File: config.mk
export PLATFORM = sky130hd
export DESIGN_NAME = fifo_param
export DESIGN_NICKNAME = d
export VERILOG_FILES = /design/src/rtl/fifo_param.sv
export SDC_FILE = /design/constraint.sdc
export NUM_CORES = 1
export LEC_CHECK = 0
export BUFFER_PORTS_ARGS = -buffer_cell sky130_fd_sc_hd__buf_2
export CAP_MARGIN = 20
export CORE_UTILIZATION = 65
export DETAILED_ROUTE_END_ITERATION = 16
export HOLD_SLACK_MARGIN = 0.03
export PLACE_DENSITY_LB_ADDON = 0.3
export SYNTH_ARGS = -nofsm -noshare
export SYNTH_HDL_FRONTEND = slang
export SYNTH_SLANG_ARGS = --single-unit
export TNS_END_PERCENT = 5
File: constraint.sdc
create_clock -name clk -period 6.75 [get_ports clk]
set_input_delay 1.35 -clock clk [delete_from_list [all_inputs] [get_ports clk]]
set_output_delay 1.35 -clock clk [all_outputs]
set_load 0.005 [all_outputs]
File: src/rtl/fifo_param.sv
// Single-clock synchronous FIFO with registered read data, occupancy count,
// threshold flags and sticky overflow/underflow indicators.
module fifo_param #(
  parameter int DATA_WIDTH = 8,
  parameter int ADDR_WIDTH = 4,
  parameter int AF_LEVEL   = 12,
  parameter int AE_LEVEL   = 4
) (
  input  logic                  clk,
  input  logic                  rst,
  input  logic [DATA_WIDTH-1:0] fifo_in,
  input  logic                  we,
  input  logic                  re,
  input  logic                  clr_err,
  output logic [DATA_WIDTH-1:0] fifo_out,
  output logic [ADDR_WIDTH:0]   count,
  output logic                  full,
  output logic                  empty,
  output logic                  almost_full,
  output logic                  almost_empty,
  output logic                  overflow,
  output logic                  underflow
);

  localparam int DEPTH = 1 << ADDR_WIDTH;
  localparam logic [ADDR_WIDTH:0]   DEPTH_C = (ADDR_WIDTH+1)'(DEPTH);
  localparam logic [ADDR_WIDTH:0]   AF_C    = (ADDR_WIDTH+1)'(AF_LEVEL);
  localparam logic [ADDR_WIDTH:0]   AE_C    = (ADDR_WIDTH+1)'(AE_LEVEL);
  localparam logic [ADDR_WIDTH:0]   CNT_ONE = (ADDR_WIDTH+1)'(1);
  localparam logic [ADDR_WIDTH-1:0] PTR_ONE = ADDR_WIDTH'(1);

  logic [DATA_WIDTH-1:0] mem [DEPTH];
  logic [ADDR_WIDTH-1:0] wr_ptr;
  logic [ADDR_WIDTH-1:0] rd_ptr;
  logic                  rd_ok;
  logic                  wr_ok;

  // A full FIFO still takes a write when a read frees the oldest slot.
  assign rd_ok = re && !empty;
  assign wr_ok = we && (!full || re);

  assign full         = (count == DEPTH_C);
  assign empty        = (count == '0);
  assign almost_full  = (count >= AF_C);
  assign almost_empty = (count <= AE_C);

  always_ff @(posedge clk) begin
    if (!rst) begin
      wr_ptr    <= '0;
      rd_ptr    <= '0;
      count     <= '0;
      fifo_out  <= '0;
      overflow  <= 1'b0;
      underflow <= 1'b0;
    end else begin
      if (wr_ok) wr_ptr <= wr_ptr + PTR_ONE;
      if (rd_ok) begin
        fifo_out <= mem[rd_ptr];
        rd_ptr   <= rd_ptr + PTR_ONE;
      end
      case ({wr_ok, rd_ok})
        2'b10:   count <= count + CNT_ONE;
        2'b01:   count <= count - CNT_ONE;
        default: count <= count;
      endcase
      // A new error event wins over a clear in the same cycle.
      if (we && full && !re) overflow <= 1'b1;
      else if (clr_err)      overflow <= 1'b0;
      if (re && empty)       underflow <= 1'b1;
      else if (clr_err)      underflow <= 1'b0;
    end
  end

  // Storage is deliberately not reset; the pointers define what is valid.
  always_ff @(posedge clk) begin
    if (rst && wr_ok) mem[wr_ptr] <= fifo_in;
  end

endmodule

==> flow_summary_export.csv, run 1 <==
group,metric,value,unit
routing,dr.first_iter.drc_count,478,
power_and_ir_drop,power.total,2.48,mW
logic_synthesis,postSynthCellCount,374,
clock_tree,cts_setup_buffers,0,
global_routing,grt_pass1_vias,3450,
power_and_ir_drop,p_leak,2.28,nW
timing,setup_tns,0,ns
timing,worst_slew_pin_slew,0.857,ns
placement,placed_cell_area,6290,sq um
floorplan,core-area,8890,sq um
logic_synthesis,synth_nets,397,
timing,rsz0062_at_grt,"no",
logic_synthesis,synthesis.area,6080,sq um
logic_synthesis,yosys_warnings,0,
placement,dpl.cell_count,495,
routing,wl_per_cell,23.9,um
setup_path,critPathRequiredTime,5.40,ns
clock_tree,cts_tree,"built",
layout,finalNonFillerCells,527,
layout,layout_commonest_cell,"edfxtp_1",
power_and_ir_drop,peakVddDrop,0.000238,V
global_routing,grt_max_degree,51,
routing,num_vias,3503,
setup_path,cp-end-kind,"primary output",
clock_tree,root_buffer,"clkbuf_8",
timing,finalCriticalPeriod,3.34,ns
clock_tree,cts_resized,0,
setup_path,path_class,"register to primary output",
timing,holdWs,0.530,ns
timing,fin_crit_sh,0.494,
global_routing,grt.overflow.total,0,
routing,vias_per_cell,6.65,
layout,drive_above_1_share,0.215,
global_routing,grtUsageTotal,0.283,
timing,hold_violations,0,
run_status,status,"finished clean",
clock_tree,cts_hold_buffers,0,
timing,drv_slew,0,
logic_synthesis,synth-seq-cells,151,
timing,fin_skew,0.00847,ns
routing,antenna_left,0,
clock_tree,cts_buffer_depth,2,
power_and_ir_drop,p_per_area,359,nW/um^2
layout,fin_area,6890,sq um
clock_tree,cts.htree.levels,4,
layout,antenna_cells,0,
setup_path,critPathLaunchType,"register",
placement,io_buffers,31,
floorplan,io_pins,32,
floorplan,die_area,9750,sq um
floorplan,die_y,98.7,um
floorplan,start_util,0.684,
min_path,hp-class,"register to register",
layout,final_nets,429,
placement,gp_congestion,0.799,
layout,final_cell_mix,"128 x edfxtp_1, 35 x mux2i_1, 31 x buf_2",
clock_tree,clock_sinks,151,
clock_tree,clk_pin_slew,0.06,ns
timing,relSlewSlack,0.426,
setup_path,arrival,1.99,ns
clock_tree,cts_made_buffers,17,
routing,dr.pass1.iters,7,
placement,post-dp-hpwl,7.08,mm
routing,drc,0,
logic_synthesis,ys_seq_area_frac,0.708,
global_routing,grt_pass1_wl,19.4,mm
floorplan,rows,34,
layout,syn2layout_area_growth,13.3,%
flow_run,drv_cap,0,
clock_tree,clock_latency,0.53,ns
floorplan,die_w,98.7,um
timing,setup_viol,0,
routing,wl,12.6,mm
logic_synthesis,synth.distinct_cells,40,
logic_synthesis,syn_area_per_cell,16.3,sq um
global_routing,antenna_found_initial,0,
setup_path,cp_max_fo,7,
timing,max_freq,300,MHz
[registers in the layout, summed over array words and instances (netlist names)]
| register | cells |
|---|---|
| rd_ptr | 4 |
| mem | 128 |
| count | 5 |
| overflow | 1 |
| fifo_out | 8 |
| underflow | 1 |
| wr_ptr | 4 |
[Yosys cell counts (all sizes together)]
master  number  area, sq um
a21boi       2         15.0
a21o         2         16.3
a21oi       12         60.1
a22oi        8         60.1
and2         6         37.5
buf          9         55.1
clkbuf      11         43.8
clkinv       1         5.00
dfxtp       23          460
edfxtp     128         3840
fa           1         20.0
ha           9          113
inv          4         15.0
mux2i       35          350
mux4        16          360
nand2       12         45.0
nand2b       1         6.26
nand3        5         25.0
nand3b       3         22.5
nor2        20         75.1
nor2b        8         50.1
nor3        11         55.1
o211ai       2         28.8
o21a         6         52.6
o21ai       11         66.3
o22ai       16          100
or2b         1         8.76
or3          1         6.26
or3b         2         17.5
or4          1         7.51
xnor2        6         52.6
xor2         1         8.76
[final timing paths]
kind | startpoint | depth (start not counted) | endpoint | slack, ns
worst max-delay path | count[0] | 3 | empty | 3.41
worst min-delay path | wr_ptr[1] | 2 | wr_ptr[1] | 0.53
worst max register to register | count[0] | 9 | count[4] | 3.42
worst min register to register | wr_ptr[1] | 2 | wr_ptr[1] | 0.53
[routing by layer]
metal / vias to the layer above / global-route usage / share of wire
li1: 1515 / - / -
met1: 1709 / 0.390 / 0.40
met2: 235 / 0.444 / 0.48
met3: 44 / 0.0539 / 0.090
met4: 0 / 0.134 / 0.032
met5: - / 0 / 0
[cells by family (layout without fill, tap and decap cells)]
kind of cell | Yosys count | after routing | share of synthesized area
XOR/XNOR | 7 | 7 | 0.0101
multiplexers | 51 | 51 | 0.117
AND/OR/NAND/NOR | 71 | 71 | 0.0586
adder cells (fa/ha/maj) | 10 | 10 | 0.0218
buffers and inverters | 25 | 70 | 0.0195
flip-flops | 151 | 151 | 0.708
AO/OA/AOI/OAI | 59 | 59 | 0.0656
[where the power goes]
group	internal [mW]	total, mW	switching (mW)	leakage [nW]
registers	1.06	1.11	0.0438	1.34
clock network	0.577	0.951	0.373	0.285
logic	0.176	0.421	0.245	0.650
total	1.82	2.48	0.662	2.28
[stage by stage]
| step | worst slack, ns | utilization |
|---|---|---|
| 2_1_floorplan | 3.48 | - |
| 3_3_place_gp | 3.27 | 0.708 |
| 3_5_place_dp | 3.19 | 0.708 |
| 4_1_cts | 3.40 | 0.775 |
| 5_1_grt | 3.22 | 0.775 |
| 6_report | 3.41 | 0.775 |
[cell type report]
class                           instances  area (sq um)
Sequential cell                       151          4310
Fill cell                             486          2000
Multi-Input combinational cell        198          1660
Clock buffer                           19           432
Clock inverter                         13           170
Timing Repair Buffer                   33           170
Tap cell                              108           135
Inverter                                5          20.0
[critical path: stages, from the launching register on]
cell and delay (ns):
dfxtp_1 0.37, or4_1 0.75, nor2_1 0.20, buf_2 0.14
(Power assumes the default switching activity.)
==> run 2, diff against run 1 <==
--- a/config.mk
+++ b/config.mk
@@ -5,9 +5,10 @@
 export SDC_FILE = /design/constraint.sdc
 export NUM_CORES = 1
 export LEC_CHECK = 0
+export ABC_AREA = 1
 export BUFFER_PORTS_ARGS = -buffer_cell sky130_fd_sc_hd__buf_2
 export CAP_MARGIN = 20
-export CORE_UTILIZATION = 65
+export CORE_UTILIZATION = 61
 export DETAILED_ROUTE_END_ITERATION = 16
 export HOLD_SLACK_MARGIN = 0.03
 export PLACE_DENSITY_LB_ADDON = 0.3
==> constraint.sdc (replaced) <==
create_clock -name clk -period 3.3 [get_ports clk]
set_input_delay 0.66 -clock clk [delete_from_list [all_inputs] [get_ports clk]]
set_output_delay 0.66 -clock clk [all_outputs]
set_load 0.005 [all_outputs]
==> run 2 against run 1 <==
Wire length rose by 15%. Count of clock-buffer cells in the layout is 2 lower. Clock skew is 0.0012 ns higher. Sequential cell count unchanged. Sequential share of layout area fell by 4.5 points. Total power is 120% higher. Cell count grew 61%. Design area increased by 7.7%. Synthesized area grew 9.3%. Largest cell class unchanged. Synthesized cell count is 81% higher. Global-route usage decreased by 0.55 points.
==> flow_summary_export.csv, run 2 <==
group,metric,value,unit
run_status,status,"finished clean",
floorplan,die_area,11300,sq um
placement,post-dp-hpwl,9.06,mm
logic_synthesis,synth.distinct_cells,23,
setup_path,crit_top_cell,"nand2_1",
timing,fin_crit_sh,0.773,
placement,io_buffers,31,
clock_tree,cts_hold_buffers,0,
logic_synthesis,synth_edf_count,128,
timing,worst_slew_pin_slew,1.09,ns
setup_path,worst_path_max_delay_cell,"fa_1",
clock_tree,cts_made_buffers,17,
floorplan,rows,37,
logic_synthesis,synthesis.area,6650,sq um
floorplan,io_pins,32,
power_and_ir_drop,peakVddDrop,0.000704,V
setup_path,cp-end-kind,"register",
clock_tree,cts_resized,0,
clock_tree,cts_tree,"built",
placement,gp_congestion,0.911,
clock_tree,root_buffer,"clkbuf_8",
layout,final_nets,725,
global_routing,grtUsageTotal,0.278,
layout,seq_area,4310,sq um
layout,antenna_cells,0,
clock_tree,cts.htree.levels,4,
logic_synthesis,ys.flop_type,"edfxtp_1",
layout,num-fill-cells,755,
logic_synthesis,synth_nets,701,
clock_tree,cts_setup_buffers,0,
layout,largest_reg_flops,128,
logic_synthesis,syn_area_per_cell,9.80,sq um
setup_path,path_class,"register to register",
floorplan,core-area,10500,sq um
logic_synthesis,yosys-top-cells-area,"edfxtp_1 58%, nand2_1 12%, nand3_1 7.4%",
setup_path,regToRegEndpoint,"count[4]",
logic_synthesis,yosysTopAreaCellShare,0.578,
routing,wl_per_cell,17.1,um
power_and_ir_drop,p_leak,3.20,nW
global_routing,grt.overflow.total,0,
global_routing,antenna_found_initial,0,
routing,dr.first_iter.drc_count,484,
clock_tree,clock_latency,0.53,ns
min_path,hold_path_depth,4,
routing,vias_per_cell,5.52,
logic_synthesis,ys_top_cells_by_count,"221 x nand2_1, 128 x edfxtp_1, 98 x nand3_1",
setup_path,regToRegStartpoint,"count[0]",
global_routing,grt_max_degree,67,
setup_path,path_buf_inv,1,
timing,finalCriticalPeriod,2.55,ns
logic_synthesis,postSynthCellCount,678,
clock_tree,clk_pin_slew,0.06,ns
floorplan,die_w,106,um
setup_path,reg2reg_depth,13,
timing,rsz0062_at_grt,"no",
setup_path,critPathLaunchType,"register",
layout,layout_commonest_cell,"nand2_1",
layout,drive_above_1_share,0.104,
routing,wl,14.5,mm
routing,num_vias,4694,
layout,syn2layout_area_growth,11.7,%
routing,antenna_left,0,
power_and_ir_drop,power.total,5.53,mW
setup_path,cp_max_fo,20,
global_routing,grt_pass1_wl,22.9,mm
clock_tree,cts_buffer_depth,2,
layout,top_register,"mem",
logic_synthesis,synth_most_common_cell,"nand2_1",
floorplan,die_y,106,um
layout,reg.largest.list,"mem (128), fifo_out (8), count (5)",
power_and_ir_drop,p_per_area,745,nW/um^2
logic_synthesis,synth-seq-cells,151,
logic_synthesis,ys_seq_area_frac,0.648,
setup_path,critPathTopFamily,"simple AND/OR/NAND/NOR gates",
routing,dr.pass1.iters,5,
layout,final_cell_mix,"221 x nand2_1, 128 x edfxtp_1, 98 x nand3_1",
setup_path,arrival,3.00,ns
setup_path,critPathRequiredTime,3.75,ns
timing,setup_viol,0,
setup_path,r2r_slack,0.75,ns
logic_synthesis,async_reset_ff_frac,0,
timing,drv_slew,0,
layout,final_util,0.710,
logic_synthesis,yosys_warnings,0,
min_path,hold_start,"clr_err",
global_routing,grt_pass1_vias,4536,
timing,setup_tns,0,ns
clock_tree,clock_sinks,151,
logic_synthesis,synth_top_cell_by_area,"edfxtp_1",
floorplan,start_util,0.635,
layout,multi_input_area,1820,sq um
flow_run,drv_cap,0,
timing,max_freq,392,MHz
timing,fin_skew,0.00969,ns
timing,hold_violations,0,
min_path,hp-class,"input port to register",
setup_path,slowest_delay,0.44,ns
timing,relSlewSlack,0.270,
timing,holdWs,0.408,ns
min_path,hold_end,"underflow",
setup_path,crit_chain,"nor2_2, nand4_1, nand2_2, inv_2, ha_1, fa_1, a21oi_1, nor2_1, nor2_1, nand2_1, nand2_1, nand2_1, a21oi_1",
routing,drc,0,
==> run 2: layout make-up <==
cell class / instances / area share
clock inverters: 14 / 0.0224
repair buffers: 35 / 0.0276
flip-flops and latches: 151 / 0.580
multi-input cells: 404 / 0.244
clock buffers: 17 / 0.0558
well taps: 136 / 0.0229
inverters: 93 / 0.0470
==> run 2: logic make-up after synthesis <==
kind of cell,share of synthesized area
adder cells (fa/ha/maj),0.0200
AND/OR/NAND/NOR,0.226
buffers and inverters,0.0793
AO/OA/AOI/OAI,0.0184
XOR/XNOR,0.00922
flip-flops,0.648
==> run 2: worst max-delay path by stage <==
stage,start,endpoint,slack [ns],cells after the start
6_report,count[0],count[4],0.75,13
5_1_grt,count[4],count[4],0.57,13
4_1_cts,count[0],count[4],0.79,13
3_5_place_dp,re,count[4],0.73,12
3_3_place_gp,re,count[4],0.86,12
2_1_floorplan,re,count[4],1.10,11
==> run 2: routing by layer <==
metal / wire length (um) / track usage
met4: 454 / 0.118
met5: 0 / 0
met3: 1050 / 0.0619
met1: 5700 / 0.350
met2: 7290 / 0.463
==> run 2: tightest hold or removal path, delay by kind of cell <==
family	cells	cell delay, ns
AOI/OAI and AO/OA	1	0.05
and+or+nand+nor	1	0.05
buffers and inverters	2	0.12
==> run 2: per-stage QoR <==
step / setup slack, ns / cell area [sq um] / std cells
2_1_floorplan: 1.10 / 6650 / 678
3_3_place_gp: 0.860 / 6820 / 818
3_5_place_dp: 0.732 / 6820 / 818
4_1_cts: 0.785 / 7400 / 849
5_1_grt: 0.570 / 7430 / 850
6_report: 0.748 / 7430 / 850
==> run 2: report_power, final <==
part	total, mW	internal, mW	leakage, nW	switching (mW)
Clock	1.89	1.09	0.275	0.800
Sequential	2.24	2.17	1.34	0.0763
Combinational	1.40	0.448	1.58	0.949
==> run 3, diff against run 2 <==
--- a/config.mk
+++ b/config.mk
@@ -8,7 +8,7 @@
 export ABC_AREA = 1
 export BUFFER_PORTS_ARGS = -buffer_cell sky130_fd_sc_hd__buf_2
 export CAP_MARGIN = 20
-export CORE_UTILIZATION = 61
+export CORE_UTILIZATION = 55
 export DETAILED_ROUTE_END_ITERATION = 16
 export HOLD_SLACK_MARGIN = 0.03
 export PLACE_DENSITY_LB_ADDON = 0.3
==> constraint.sdc (replaced) <==
create_clock -name clk -period 2.2 [get_ports clk]
set_input_delay 0.44 -clock clk [delete_from_list [all_inputs] [get_ports clk]]
set_output_delay 0.44 -clock clk [all_outputs]
set_load 0.005 [all_outputs]
==> run 3 against run 2 <==
The run now ends with DRC left. Hold slack worse by 0.12 ns. Wire length up 1.3%. Via count is 0.87% higher. Sequential share of layout area down 2.2 points. Count of clock-buffer cells in the layout stayed put. Sequential power increased by 50%.
==> flow_summary_export.csv, run 3 (same netlist as run 2, synthesis figures left out) <==
group,metric,value,unit
timing,max_freq,488,MHz
layout,num-fill-cells,854,
clock_tree,clock_latency,0.42,ns
clock_tree,root_buffer,"clkbuf_16",
clock_tree,cts_buffer_depth,2,
power_and_ir_drop,p_per_area,1100,nW/um^2
floorplan,core-area,11600,sq um
setup_path,slowest_delay,0.42,ns
setup_path,crit_chain,"inv_2, nand3_1, nor2_2, nand2_1, nand2_2, ha_4, buf_4, ha_1, inv_1, nor2_1, nor2_1, nand2_1, nand2_1, nand2_1, a21oi_1",
timing,timing.final.ws_setup,0.153,ns
timing,setup_viol,0,
min_path,hp-class,"input port to register",
global_routing,grt_max_degree,61,
routing,dr.first_iter.drc_count,445,
global_routing,grtUsageTotal,0.251,
setup_path,crit_top_cell,"nand2_1",
setup_path,critPathRequiredTime,2.50,ns
global_routing,grt_pass1_wl,23.5,mm
power_and_ir_drop,p_leak,3.35,nW
placement,gp_congestion,0.921,
floorplan,die_area,12500,sq um
timing,holdWs,0.289,ns
flow_run,drv_cap,0,
placement,post-dp-hpwl,9.15,mm
setup_path,path_class,"register to register",
setup_path,worst_path_max_delay_cell,"dfxtp_1",
floorplan,rows,39,
routing,drc,3,
routing,vias_per_cell,5.33,
setup_path,critPathLaunchType,"register",
setup_path,cp_max_fo,5,
layout,largest_reg_flops,128,
global_routing,grt_pass1_vias,4682,
placement,dpl.cell_count,856,
timing,hold_violations,0,
clock_tree,cts_hold_buffers,0,
routing,dr.pass1.iters,11,
run_status,violations,"DRC",
layout,drive_above_1_share,0.147,
global_routing,grt.overflow.total,0,
timing,fin_crit_sh,0.931,
setup_path,cp-end-kind,"register",
timing,worst_slew_pin_slew,0.567,ns
layout,layout_commonest_cell,"nand2_1",
floorplan,io_pins,32,
routing,wl_per_cell,16.5,um
clock_tree,clock_sinks,151,
floorplan,die_w,112,um
clock_tree,cts_tree,"built",
placement,place_ws,0.0701,ns
layout,seq_area,4310,sq um
layout,reg.largest.list,"mem (128), fifo_out (8), count (5)",
timing,fin_skew,0.0103,ns
timing,relSlewSlack,0.619,
setup_path,r2r_slack,0.15,ns
layout,finalNonFillerCells,889,
layout,syn2layout_area_growth,16.1,%
placement,io_buffers,31,
timing,finalCriticalPeriod,2.05,ns
timing,drv_slew,0,
floorplan,start_util,0.572,
power_and_ir_drop,peakVddDrop,0.000888,V
routing,antenna_left,0,
clock_tree,cts_made_buffers,17,
layout,final_cell_mix,"221 x nand2_1, 128 x edfxtp_1, 98 x nand3_1",
routing,wl,14.7,mm
layout,antenna_cells,0,
floorplan,die_y,112,um
layout,multi_input_area,1850,sq um
run_status,status,"finished, violations left",
setup_path,arrival,2.34,ns
layout,top_register,"mem",
layout,final_nets,756,
routing,num_vias,4735,
clock_tree,cts.htree.levels,4,
clock_tree,clk_pin_slew,0.06,ns
global_routing,antenna_found_initial,0,
[run 3: changes by cell type in the layout (fill, tap and decap cells not counted), sizes merged]
cell	delta
buf	+31
clkinv	-1
bufinv	+1
clkinvlp	+5
inv	-4
[run 3: what timing repair did]
action / in CTS / in global routing
buffers inserted: 0 / 1
resized for setup: 0 / 7
setup endpoints to repair: 0 / 2
endpoints found under the hold margin: 0 / 0
[run 3: layout make-up]
| type | instances | share of cell area |
|---|---|---|
| flip-flops and latches | 151 | 0.558 |
| multi-input cells | 404 | 0.239 |
| repair buffers | 66 | 0.0558 |
| clock buffers | 17 | 0.0551 |
| inverters | 93 | 0.0452 |
| clock inverters | 15 | 0.0233 |
| well taps | 143 | 0.0232 |
[run 3: metal layers]
layer / vias up / GRT usage / share of wire
li1: 2300 / - / -
met1: 2191 / 0.315 / 0.41
met2: 212 / 0.405 / 0.47
met3: 32 / 0.0588 / 0.084
met4: 0 / 0.139 / 0.030
met5: - / 0 / 0
[run 3: power by group]
group / switching [mW] / total (mW) / internal (mW)
sequential: 0.111 / 3.36 / 3.25
clock: 1.15 / 2.94 / 1.78
combinational: 1.42 / 2.17 / 0.747
total: 2.69 / 8.47 / 5.78
[run 3: worst max-delay path, delay by kind of cell (launching register included)]
kind	cells	cell delay [ns]
simple gates	9	0.67
fa+ha+maj	2	0.50
flops	1	0.42
buf+inv	3	0.28
compound gates	1	0.05
[run 3: stage by stage]
| stage | power, mW | utilization | area (sq um) | setup TNS (ns) |
|---|---|---|---|---|
| after floorplan | 4.87 | - | 6650 | 0 |
| after global routing | 8.86 | 0.665 | 7720 | -0.0123 |
| after global placement | 5.44 | 0.609 | 7070 | 0 |
| after CTS | 8.41 | 0.661 | 7680 | 0 |
| after detailed placement | 5.49 | 0.609 | 7070 | 0 |
| final | 8.47 | 0.665 | 7720 | 0 |
[run 3: final timing paths]
check	startpoint	endpoint	cells after the start
worst min-delay path	clr_err	overflow	4
worst max-delay path	count[2]	count[4]	15
worst min register to register	overflow	overflow	2
worst max register to register	count[2]	count[4]	15
